### config.mk
export PLATFORM = sky130hd
export DESIGN_NAME = pipe_ctrl
export DESIGN_NICKNAME = d
export VERILOG_FILES = /design/src/rtl/pipe_pkg.sv /design/src/rtl/md_seq.sv /design/src/rtl/pipe_ctrl.sv
export SDC_FILE = /design/constraint.sdc
export NUM_CORES = 1
export LEC_CHECK = 0
export CORE_ASPECT_RATIO = 1.25
export CORE_MARGIN = 2
export CORE_UTILIZATION = 45
export DETAILED_ROUTE_END_ITERATION = 10
export PLACE_DENSITY = 0.83
export REMOVE_ABC_BUFFERS = 1
export SLEW_MARGIN = 20
export SYNTH_ARGS = -nofsm -noshare
export SYNTH_HDL_FRONTEND = slang
export SYNTH_SLANG_ARGS = --single-unit
### constraint.sdc
create_clock -name clk -period 4.2 [get_ports clk]
set_clock_uncertainty 0.2 [all_clocks]
set_input_delay 0.42 -clock clk [delete_from_list [all_inputs] [get_ports clk]]
set_output_delay 0.42 -clock clk [all_outputs]
set_load 0.03 [all_outputs]
### src/rtl/pipe_pkg.sv
// Shared types and defaults for the pipeline control unit.
// State encoding is shared between pipe_ctrl and md_seq.
package pipe_pkg;

    typedef enum logic [1:0] {
        ST_IDLE    = 2'd0,
        ST_MD_RUN  = 2'd1,
        ST_MD_WAIT = 2'd2,
        ST_DISCARD = 2'd3
    } state_t;

    localparam int DIV_CYCLES_DEF = 33;
    localparam int MUL_CYCLES_DEF = 2;
    localparam int CNT_W_DEF      = 6;

endpackage

### src/rtl/md_seq.sv
// Control FSM: mult/div occupancy of EX plus the fetch-discard state.
// Flush handling lives here because it decides the next state.
module md_seq
    import pipe_pkg::*;
#(
    parameter int DIV_CYCLES = DIV_CYCLES_DEF,
    parameter int MUL_CYCLES = MUL_CYCLES_DEF,
    parameter int CNT_W      = CNT_W_DEF
) (
    input  logic   clk,
    input  logic   resetn,
    input  logic   i_div,
    input  logic   i_mult,
    input  logic   i_stall_mem,
    input  logic   i_flush,
    input  logic   i_fetch_pend,
    input  logic   i_inst_ok,
    output state_t o_state,
    output logic   o_md_haz,
    output logic   o_md_start,
    output logic   o_md_done,
    output logic   o_md_cancel
);

    localparam bit DIV_LONG = DIV_CYCLES > 1;
    localparam bit MUL_LONG = MUL_CYCLES > 1;
    localparam logic [CNT_W-1:0] DIV_LOAD =
        DIV_LONG ? CNT_W'(DIV_CYCLES - 2) : '0;
    localparam logic [CNT_W-1:0] MUL_LOAD =
        MUL_LONG ? CNT_W'(MUL_CYCLES - 2) : '0;

    state_t           r_state;
    logic [CNT_W-1:0] r_cnt;

    logic             w_md_op;
    logic             w_long;
    logic             w_last;
    logic [CNT_W-1:0] w_load;
    state_t           w_flush_nxt;

    assign w_md_op     = i_div | i_mult;
    assign w_long      = i_div ? DIV_LONG : (i_mult & MUL_LONG);
    assign w_load      = i_div ? DIV_LOAD : MUL_LOAD;
    assign w_last      = (r_cnt == '0);
    assign w_flush_nxt = i_fetch_pend ? ST_DISCARD : ST_IDLE;
    assign o_state     = r_state;

    // The final EX cycle (cnt==0) no longer stalls, so EX holds exactly N cycles.
    always_comb begin
        o_md_haz    = 1'b0;
        o_md_start  = 1'b0;
        o_md_done   = 1'b0;
        o_md_cancel = 1'b0;
        unique case (r_state)
            ST_IDLE: begin
                o_md_haz   = w_md_op & w_long;
                o_md_start = w_md_op & ~i_flush;
                o_md_done  = w_md_op & ~w_long & ~i_flush;
            end
            ST_MD_RUN: begin
                o_md_haz    = ~w_last;
                o_md_done   = w_last & ~i_flush;
                o_md_cancel = i_flush;
            end
            ST_MD_WAIT: begin
                o_md_done   = ~i_flush;
                o_md_cancel = i_flush;
            end
            ST_DISCARD: ;
            default: ;
        endcase
    end

    always_ff @(posedge clk or negedge resetn) begin
        if (!resetn) begin
            r_state <= ST_IDLE;
            r_cnt   <= '0;
        end else begin
            unique case (r_state)
                ST_IDLE: begin
                    if (i_flush) begin
                        r_state <= w_flush_nxt;
                    end else if (w_md_op && w_long) begin
                        r_cnt   <= w_load;
                        r_state <= ST_MD_RUN;
                    end
                end
                ST_MD_RUN: begin
                    if (i_flush) begin
                        r_state <= w_flush_nxt;
                    end else if (w_last) begin
                        r_state <= i_stall_mem ? ST_MD_WAIT : ST_IDLE;
                    end else begin
                        r_cnt <= r_cnt - 1'b1;
                    end
                end
                ST_MD_WAIT: begin
                    if (i_flush) begin
                        r_state <= w_flush_nxt;
                    end else if (!i_stall_mem) begin
                        r_state <= ST_IDLE;
                    end
                end
                ST_DISCARD: begin
                    if (!i_flush && i_inst_ok) begin
                        r_state <= ST_IDLE;
                    end
                end
                default: r_state <= ST_IDLE;
            endcase
        end
    end

endmodule

### src/rtl/pipe_ctrl.sv
// Pipeline control: hazard detection and per-segment stall/refresh.
// Outputs are forced low while resetn is asserted.
module pipe_ctrl
    import pipe_pkg::*;
#(
    parameter int DIV_CYCLES = DIV_CYCLES_DEF,
    parameter int MUL_CYCLES = MUL_CYCLES_DEF,
    parameter int CNT_W      = CNT_W_DEF
) (
    input  logic       clk,
    input  logic       resetn,
    input  logic       id_rs_ren,
    input  logic       id_rt_ren,
    input  logic [4:0] id_rs,
    input  logic [4:0] id_rt,
    input  logic       ex_load,
    input  logic       ex_cp0ren,
    input  logic       ex_regwen,
    input  logic [4:0] ex_wreg,
    input  logic       ex_mult,
    input  logic       ex_div,
    input  logic       fetch_busy,
    input  logic       inst_data_ok,
    input  logic       data_busy,
    input  logic       exc_flush,
    output logic       stall_if,
    output logic       stall_id,
    output logic       stall_ex,
    output logic       stall_mem,
    output logic       refresh_id,
    output logic       refresh_ex,
    output logic       refresh_mem,
    output logic       refresh_wb,
    output logic       md_start,
    output logic       md_done,
    output logic       md_cancel,
    output logic       if_discard
);

    state_t w_state;
    logic   w_md_haz;
    logic   w_md_start;
    logic   w_md_done;
    logic   w_md_cancel;
    logic   w_ls_haz;
    logic   w_discard;
    logic   w_stall_if;
    logic   w_stall_id;
    logic   w_stall_ex;
    logic   w_stall_mem;
    logic   w_flush;

    md_seq #(
        .DIV_CYCLES (DIV_CYCLES),
        .MUL_CYCLES (MUL_CYCLES),
        .CNT_W      (CNT_W)
    ) u_md_seq (
        .clk          (clk),
        .resetn       (resetn),
        .i_div        (ex_div),
        .i_mult       (ex_mult),
        .i_stall_mem  (data_busy),
        .i_flush      (exc_flush),
        .i_fetch_pend (fetch_busy & ~inst_data_ok),
        .i_inst_ok    (inst_data_ok),
        .o_state      (w_state),
        .o_md_haz     (w_md_haz),
        .o_md_start   (w_md_start),
        .o_md_done    (w_md_done),
        .o_md_cancel  (w_md_cancel)
    );

    assign w_ls_haz = (ex_load | ex_cp0ren) & ex_regwen
                    & (ex_wreg != 5'd0)
                    & ((id_rs_ren & (id_rs == ex_wreg))
                     | (id_rt_ren & (id_rt == ex_wreg)));

    assign w_discard   = (w_state == ST_DISCARD);
    assign w_stall_mem = data_busy;
    assign w_stall_ex  = w_stall_mem | w_md_haz;
    assign w_stall_id  = w_stall_ex | w_ls_haz;
    assign w_stall_if  = w_stall_id | fetch_busy | w_discard;
    assign w_flush     = exc_flush;

    // A flush clears every segment; only IF keeps waiting on its fetch.
    assign stall_if    = resetn & (w_flush ? (fetch_busy | w_discard)
                                           : w_stall_if);
    assign stall_id    = resetn & ~w_flush & w_stall_id;
    assign stall_ex    = resetn & ~w_flush & w_stall_ex;
    assign stall_mem   = resetn & ~w_flush & w_stall_mem;
    assign refresh_id  = resetn & (w_flush | w_discard
                                 | (w_stall_if & ~w_stall_id));
    assign refresh_ex  = resetn & (w_flush | (w_stall_id & ~w_stall_ex));
    assign refresh_mem = resetn & (w_flush | (w_stall_ex & ~w_stall_mem));
    assign refresh_wb  = resetn & (w_flush | w_stall_mem);
    assign md_start    = resetn & w_md_start;
    assign md_done     = resetn & w_md_done;
    assign md_cancel   = resetn & w_md_cancel;
    assign if_discard  = resetn & w_discard;

endmodule

* After elaboration in Yosys (flattened, before gate mapping)
Cells that the tools add are included.
** Word-level totals
- Bits in registers :: 8
- Input bits :: 28
** Operators by class
- Eq/ne operators :: 13
- $add $sub $neg :: 1
- Bitwise logic cells :: 47
- Multiplexer cells :: 22
- Reductions and logical operators :: 10
** Operators with widths (number)
- $and 1x1->1 :: 27
- $mux 6 :: 4
- $mux 2 :: 9
- $or 1x1->1 :: 13
- $pmux 6 s2 :: 1
- $eq 5x5->1 :: 2
- $pmux 2 s4 :: 1
- $not 1->1 :: 7
- $logic_not 6->1 :: 1
- $ne 2x2->1 const B :: 3
- $ne 3x2->1 const B :: 2
- $sub 6x1->6 const B :: 1
- $mux 5 :: 1
- $reduce_and 5->1 :: 1
- $reduce_bool 5->1 :: 1
- $eq 2x2->1 const B :: 2
- $mux 1 :: 4
- $ne 2x1->1 const B :: 2
- $reduce_and 4->1 :: 1
- $ne 3x3->1 const B :: 1
- $pmux 1 s3 :: 1
- $eq 2x1->1 const B :: 1
- $logic_and 1x1->1 :: 2
- $logic_not 2->1 :: 1
- 4 further kinds :: 4

* Longest topological paths before layout
- Depth in word-level cells :: 10
- Gate-level depth with buffers :: 7

* Hierarchy
From an unflattened synthesis, not the netlist that was laid out.
** Unflattened totals
- Cell total of the unflattened synthesis :: 115
- Area total of the unflattened synthesis :: 922.1 um^2
** By module, submodules not included
- md_seq :: area an instance 649.4 um^2, cells an instance 72, instances 1
- pipe_ctrl :: area an instance 272.8 um^2, cells an instance 43, instances 1

* Worst setup path before layout
OpenSTA, ideal clock, no wires.
- Path type :: register to output
- From :: register u_md_seq.r_cnt[0]
- To :: output refresh_ex
- Slack :: 1.380 ns
- Arrival time :: 2.200 ns
- Stages on the path, launching flop included :: 8
- Cell sequence :: dfrtp_1 > inv_1 > ha_1 > or4b_4 > o21ai_2 > nand3b_1 > nand3b_1 > a21boi_0
** Between the ends
- Cells in the longest elaborated chain, start to end :: 8
- Elaborated cells between the ends (all ways) :: 9
** Ends and longest elaborated chain
- from (decl) :: RTL line md_seq.sv:33 : logic [CNT_W-1:0] r_cnt;
- from (signal assigned) :: RTL line md_seq.sv:84 : r_cnt <= w_load;
- from (signal assigned) :: RTL line md_seq.sv:94 : r_cnt <= r_cnt - 1'b1;
- $logic_not 6->1 * :: RTL line md_seq.sv:44 : assign w_last = (r_cnt == '0);
- $not 1->1 * :: RTL line md_seq.sv:61 : o_md_haz = ~w_last;
- $pmux 1 s2 * :: RTL line md_seq.sv:54 : unique case (r_state)
- $or 1x1->1 * :: RTL line pipe_ctrl.sv:80 : assign w_stall_ex = w_stall_mem | w_md_haz;
- $or 1x1->1 / $not 1->1 (equally long branches) :: RTL line pipe_ctrl.sv:81, pipe_ctrl.sv:93
- $and 1x1->1 * :: RTL line pipe_ctrl.sv:93 : assign refresh_ex = resetn & (w_flush | (w_stall_id & ~w_stall_ex));
- $or 1x1->1 * :: RTL line pipe_ctrl.sv:93
- $and 1x1->1 * :: RTL line pipe_ctrl.sv:93
- to (decl) :: RTL line pipe_ctrl.sv:31 : output logic refresh_ex,
Every way passes the cells marked *; elsewhere a longest branch is shown, timed or not.

* Final worst setup path
- From :: register u_md_seq.r_cnt[0]
- To :: output refresh_id
** Between the ends
- Cells in the longest elaborated chain, start to end :: 10
- Elaborated cells between the ends (all ways) :: 11
** Ends and longest elaborated chain
- $logic_not 6->1 * :: RTL line md_seq.sv:44
- $not 1->1 * :: RTL line md_seq.sv:61
- $pmux 1 s2 * :: RTL line md_seq.sv:54
- $or 1x1->1 * :: RTL line pipe_ctrl.sv:80
- $or 1x1->1 * :: RTL line pipe_ctrl.sv:81 : assign w_stall_id = w_stall_ex | w_ls_haz;
- $or 1x1->1 (2 in a row) :: RTL line pipe_ctrl.sv:82 : assign w_stall_if = w_stall_id | fetch_busy | w_discard;
- $and 1x1->1 * :: RTL line pipe_ctrl.sv:92 : | (w_stall_if & ~w_stall_id));
- $or 1x1->1 * :: RTL line pipe_ctrl.sv:92
- $and 1x1->1 * :: RTL line pipe_ctrl.sv:91 : assign refresh_id = resetn & (w_flush | w_discard
- to (decl) :: RTL line pipe_ctrl.sv:30 : output logic refresh_id,
Marks and branches as above.

==> impl_metrics.tcl <==
set metrics [dict create \
    num_vias 1029 \
    maxCapViolations 0 \
    dieWidth_um 44.1 \
    drive_gt1_share_pct 5.70 \
    n_fill_cell 165 \
    critPathRequiredTime_ns 3.58 \
    drc 0 \
    tightest_slew_ns 0.591 \
    clk_path_buf_depth 2 \
    cpPeakStageDelay_ns 0.67 \
    hold_violations 0 \
    io_buffers 39 \
    grt_setup_unrepaired "false" \
    ant_nets 0 \
    yosysSeqAreaShare_pct 22.2 \
    drv_slew 0 \
    p_per_area_mw_per_mm2 452 \
    root_buffer "clkbuf_4" \
    cts_tree "yes" \
    finalSetupViolCount 0 \
    layout_min_cycle_time_ns 3.43 \
    grt_pass1_wl_mm 4.22 \
    postCtsSetupRepairBufs 0 \
    fin_tns_setup_ns 0 \
    h-tree-depth 1 \
    final_net_count 195 \
    grt.total_usage_pct 23.6 \
    grt_max_degree 13 \
    first_pass_iters 4 \
    fin_crit_sh_pct 81.7 \
    ctsResizeCount 0 \
    worstSetupEndpointType "primary output" \
    start_util_pct 46.6 \
    insertion_delay_ns 0.26 \
    synth-seq-cells 8 \
    critical_path.cell_chain "inv_1, ha_1, or4b_4, o21ai_2, nand3b_1, a211oi_1, o31a_1, clkdlybuf4s50_1" \
    synth_commonest_cells "10 x nor2_1, 10 x xnor2_1, 9 x a21oi_1, 9 x nand2_1" \
    numCtsBuffers 3 \
    holdBufCountCts 0 \
    wl_mm 2.49 \
    clkTransAtPathRegs_ns 0.05 \
    yosysWarnings 0 \
    hold_path.class "register to register" \
    async_flop_share_pct 100 \
    netlist.area_leader.share_pct 22.2 \
    synth_ff_type "dfrtp_1" \
    critical_path_class "register to primary output" \
    arrival_ns 2.81 \
    syn2layout_area_growth_pct 48.1 \
    relSlewSlack_pct 60.3 \
    status "finished clean" \
    crit_fanout 4 \
    p_leak_nw 0.548 \
    irDropWorstVdd_uv 399 \
    n_antenna_cell 0 \
    fp.dieH_um 54.1 \
    placed_area_mm2 0.00132 \
    critPathSlowestCell "clkdlybuf4s50_1" \
    netlist-cell-type-count 36 \
    ys_top_cells_by_area "dfrtp_1 22%, ha_1 9.7%, xnor2_1 9.7%" \
    antenna_found_initial 0 \
    final_cell_area_mm2 0.00134 \
    syn_avg_cell_area_um2 7.72 \
    place_hpwl_mm 2.12 \
    synth-edff-count 0 \
    grt_pass1_vias 1032 \
    holdWs_ns 0.311 \
    syn-cell-area_um2 903 \
    rows 18 \
    yosysTopAreaCell "dfrtp_1" \
    gp_congestion 0.860 \
    viasPerCell 5.78 \
    syn_inst 117 \
    dieArea_mm2 0.00238 \
    gr-total-overflow 0 \
    fmax_mhz 291 \
    cts.sinks 8 \
    drt-initial-drc-count 18 \
    boundaryPins 40 \
    core_mm2 0.00194 \
    crit_path_start_kind "register" \
    wl_per_cell_um 14.0 \
]
[state kept, by name, indices dropped and copies added, names as in the netlist]
register and count:
u_md_seq.o_state 2, u_md_seq.r_cnt 6
[worst paths after layout]
path	depth (start not counted)	to	startpoint	slack (ns)
setup / recovery	8	refresh_id	u_md_seq.r_cnt[0]	0.77
hold / removal	2	u_md_seq.r_cnt[0]	u_md_seq.r_cnt[0]	0.31
setup reg to reg	7	u_md_seq.r_cnt[2]	u_md_seq.o_state[1]	1.82
hold reg to reg	2	u_md_seq.r_cnt[0]	u_md_seq.r_cnt[0]	0.31
max in group asynchronous	2	u_md_seq.r_cnt[2]	resetn	3.16
min in group asynchronous	2	u_md_seq.r_cnt[5]	resetn	0.51
[stage by stage]
step                util, %  power (mW)  instances  setup WS [ns]
floorplan                 -       0.420        115           1.38
global placement       67.9       0.526        175           1.15
detailed placement     67.9       0.545        175           1.04
CTS                    69.1       0.604        178          0.762
global route           69.1       0.668        178          0.619
finish                 69.1       0.605        178          0.767
[layout by cell type, fill, tap and decap left out, types with 3 or more instances in the layout]
cell type / count
clkdlybuf4s50_1: 39
dfrtp_1: 8
nand2_1: 9
nand4_1: 3
inv_1: 8
clkbuf_4: 3
ha_1: 7
nor3_1: 8
o22ai_1: 3
o21ai_0: 5
nor2_1: 10
nand3_1: 5
xnor2_1: 10
mux2i_1: 3
a21oi_1: 9
[logic make-up (layout without fill, tap and decap cells)]
family | count (synthesis) | after routing | share of synthesized area, %
fa+ha+maj | 7 | 7 | 9.69
xor+xnor | 10 | 10 | 9.69
mux | 3 | 3 | 3.32
flops | 8 | 8 | 22.2
simple gates | 49 | 49 | 28.8
compound gates | 30 | 30 | 21.7
buf+inv | 10 | 51 | 4.57
[critical path, delay by kind of cell (launching register included)]
| kind | cells | cell delay (ns) |
|---|---|---|
| compound gates | 3 | 0.63 |
| fa+ha+maj | 1 | 0.15 |
| buf+inv | 2 | 0.77 |
| flops | 1 | 0.39 |
| simple gates | 2 | 0.62 |
[layer usage]
| layer | GRT usage [%] | vias to the layer above | routed length, um |
|---|---|---|---|
| met3 | 4.70 | 9 | 225 |
| li1 | - | 506 | - |
| met2 | 42.4 | 52 | 1230 |
| met4 | 11.6 | 0 | 65 |
| met1 | 26.1 | 462 | 967 |
| met5 | 0 | - | 0 |
[where the power goes]
| group | leakage, nW | internal [mW] | switching, mW |
|---|---|---|---|
| clock | 0.0138 | 0.0327 | 0.0259 |
| combinational | 0.438 | 0.166 | 0.221 |
| sequential | 0.0965 | 0.115 | 0.0434 |
[area by class of cell]
cell class / count / area, um^2 / area share (%)
clock buffer: 3 / 22.5 / 1.68
sequential: 8 / 200 / 15.0
multi-input combinational: 99 / 662 / 49.5
timing repair buffer: 40 / 398 / 29.7
tap: 20 / 25.0 / 1.87
inverter: 8 / 30.0 / 2.25
No activity file was read; power rests on OpenSTA's default activity.
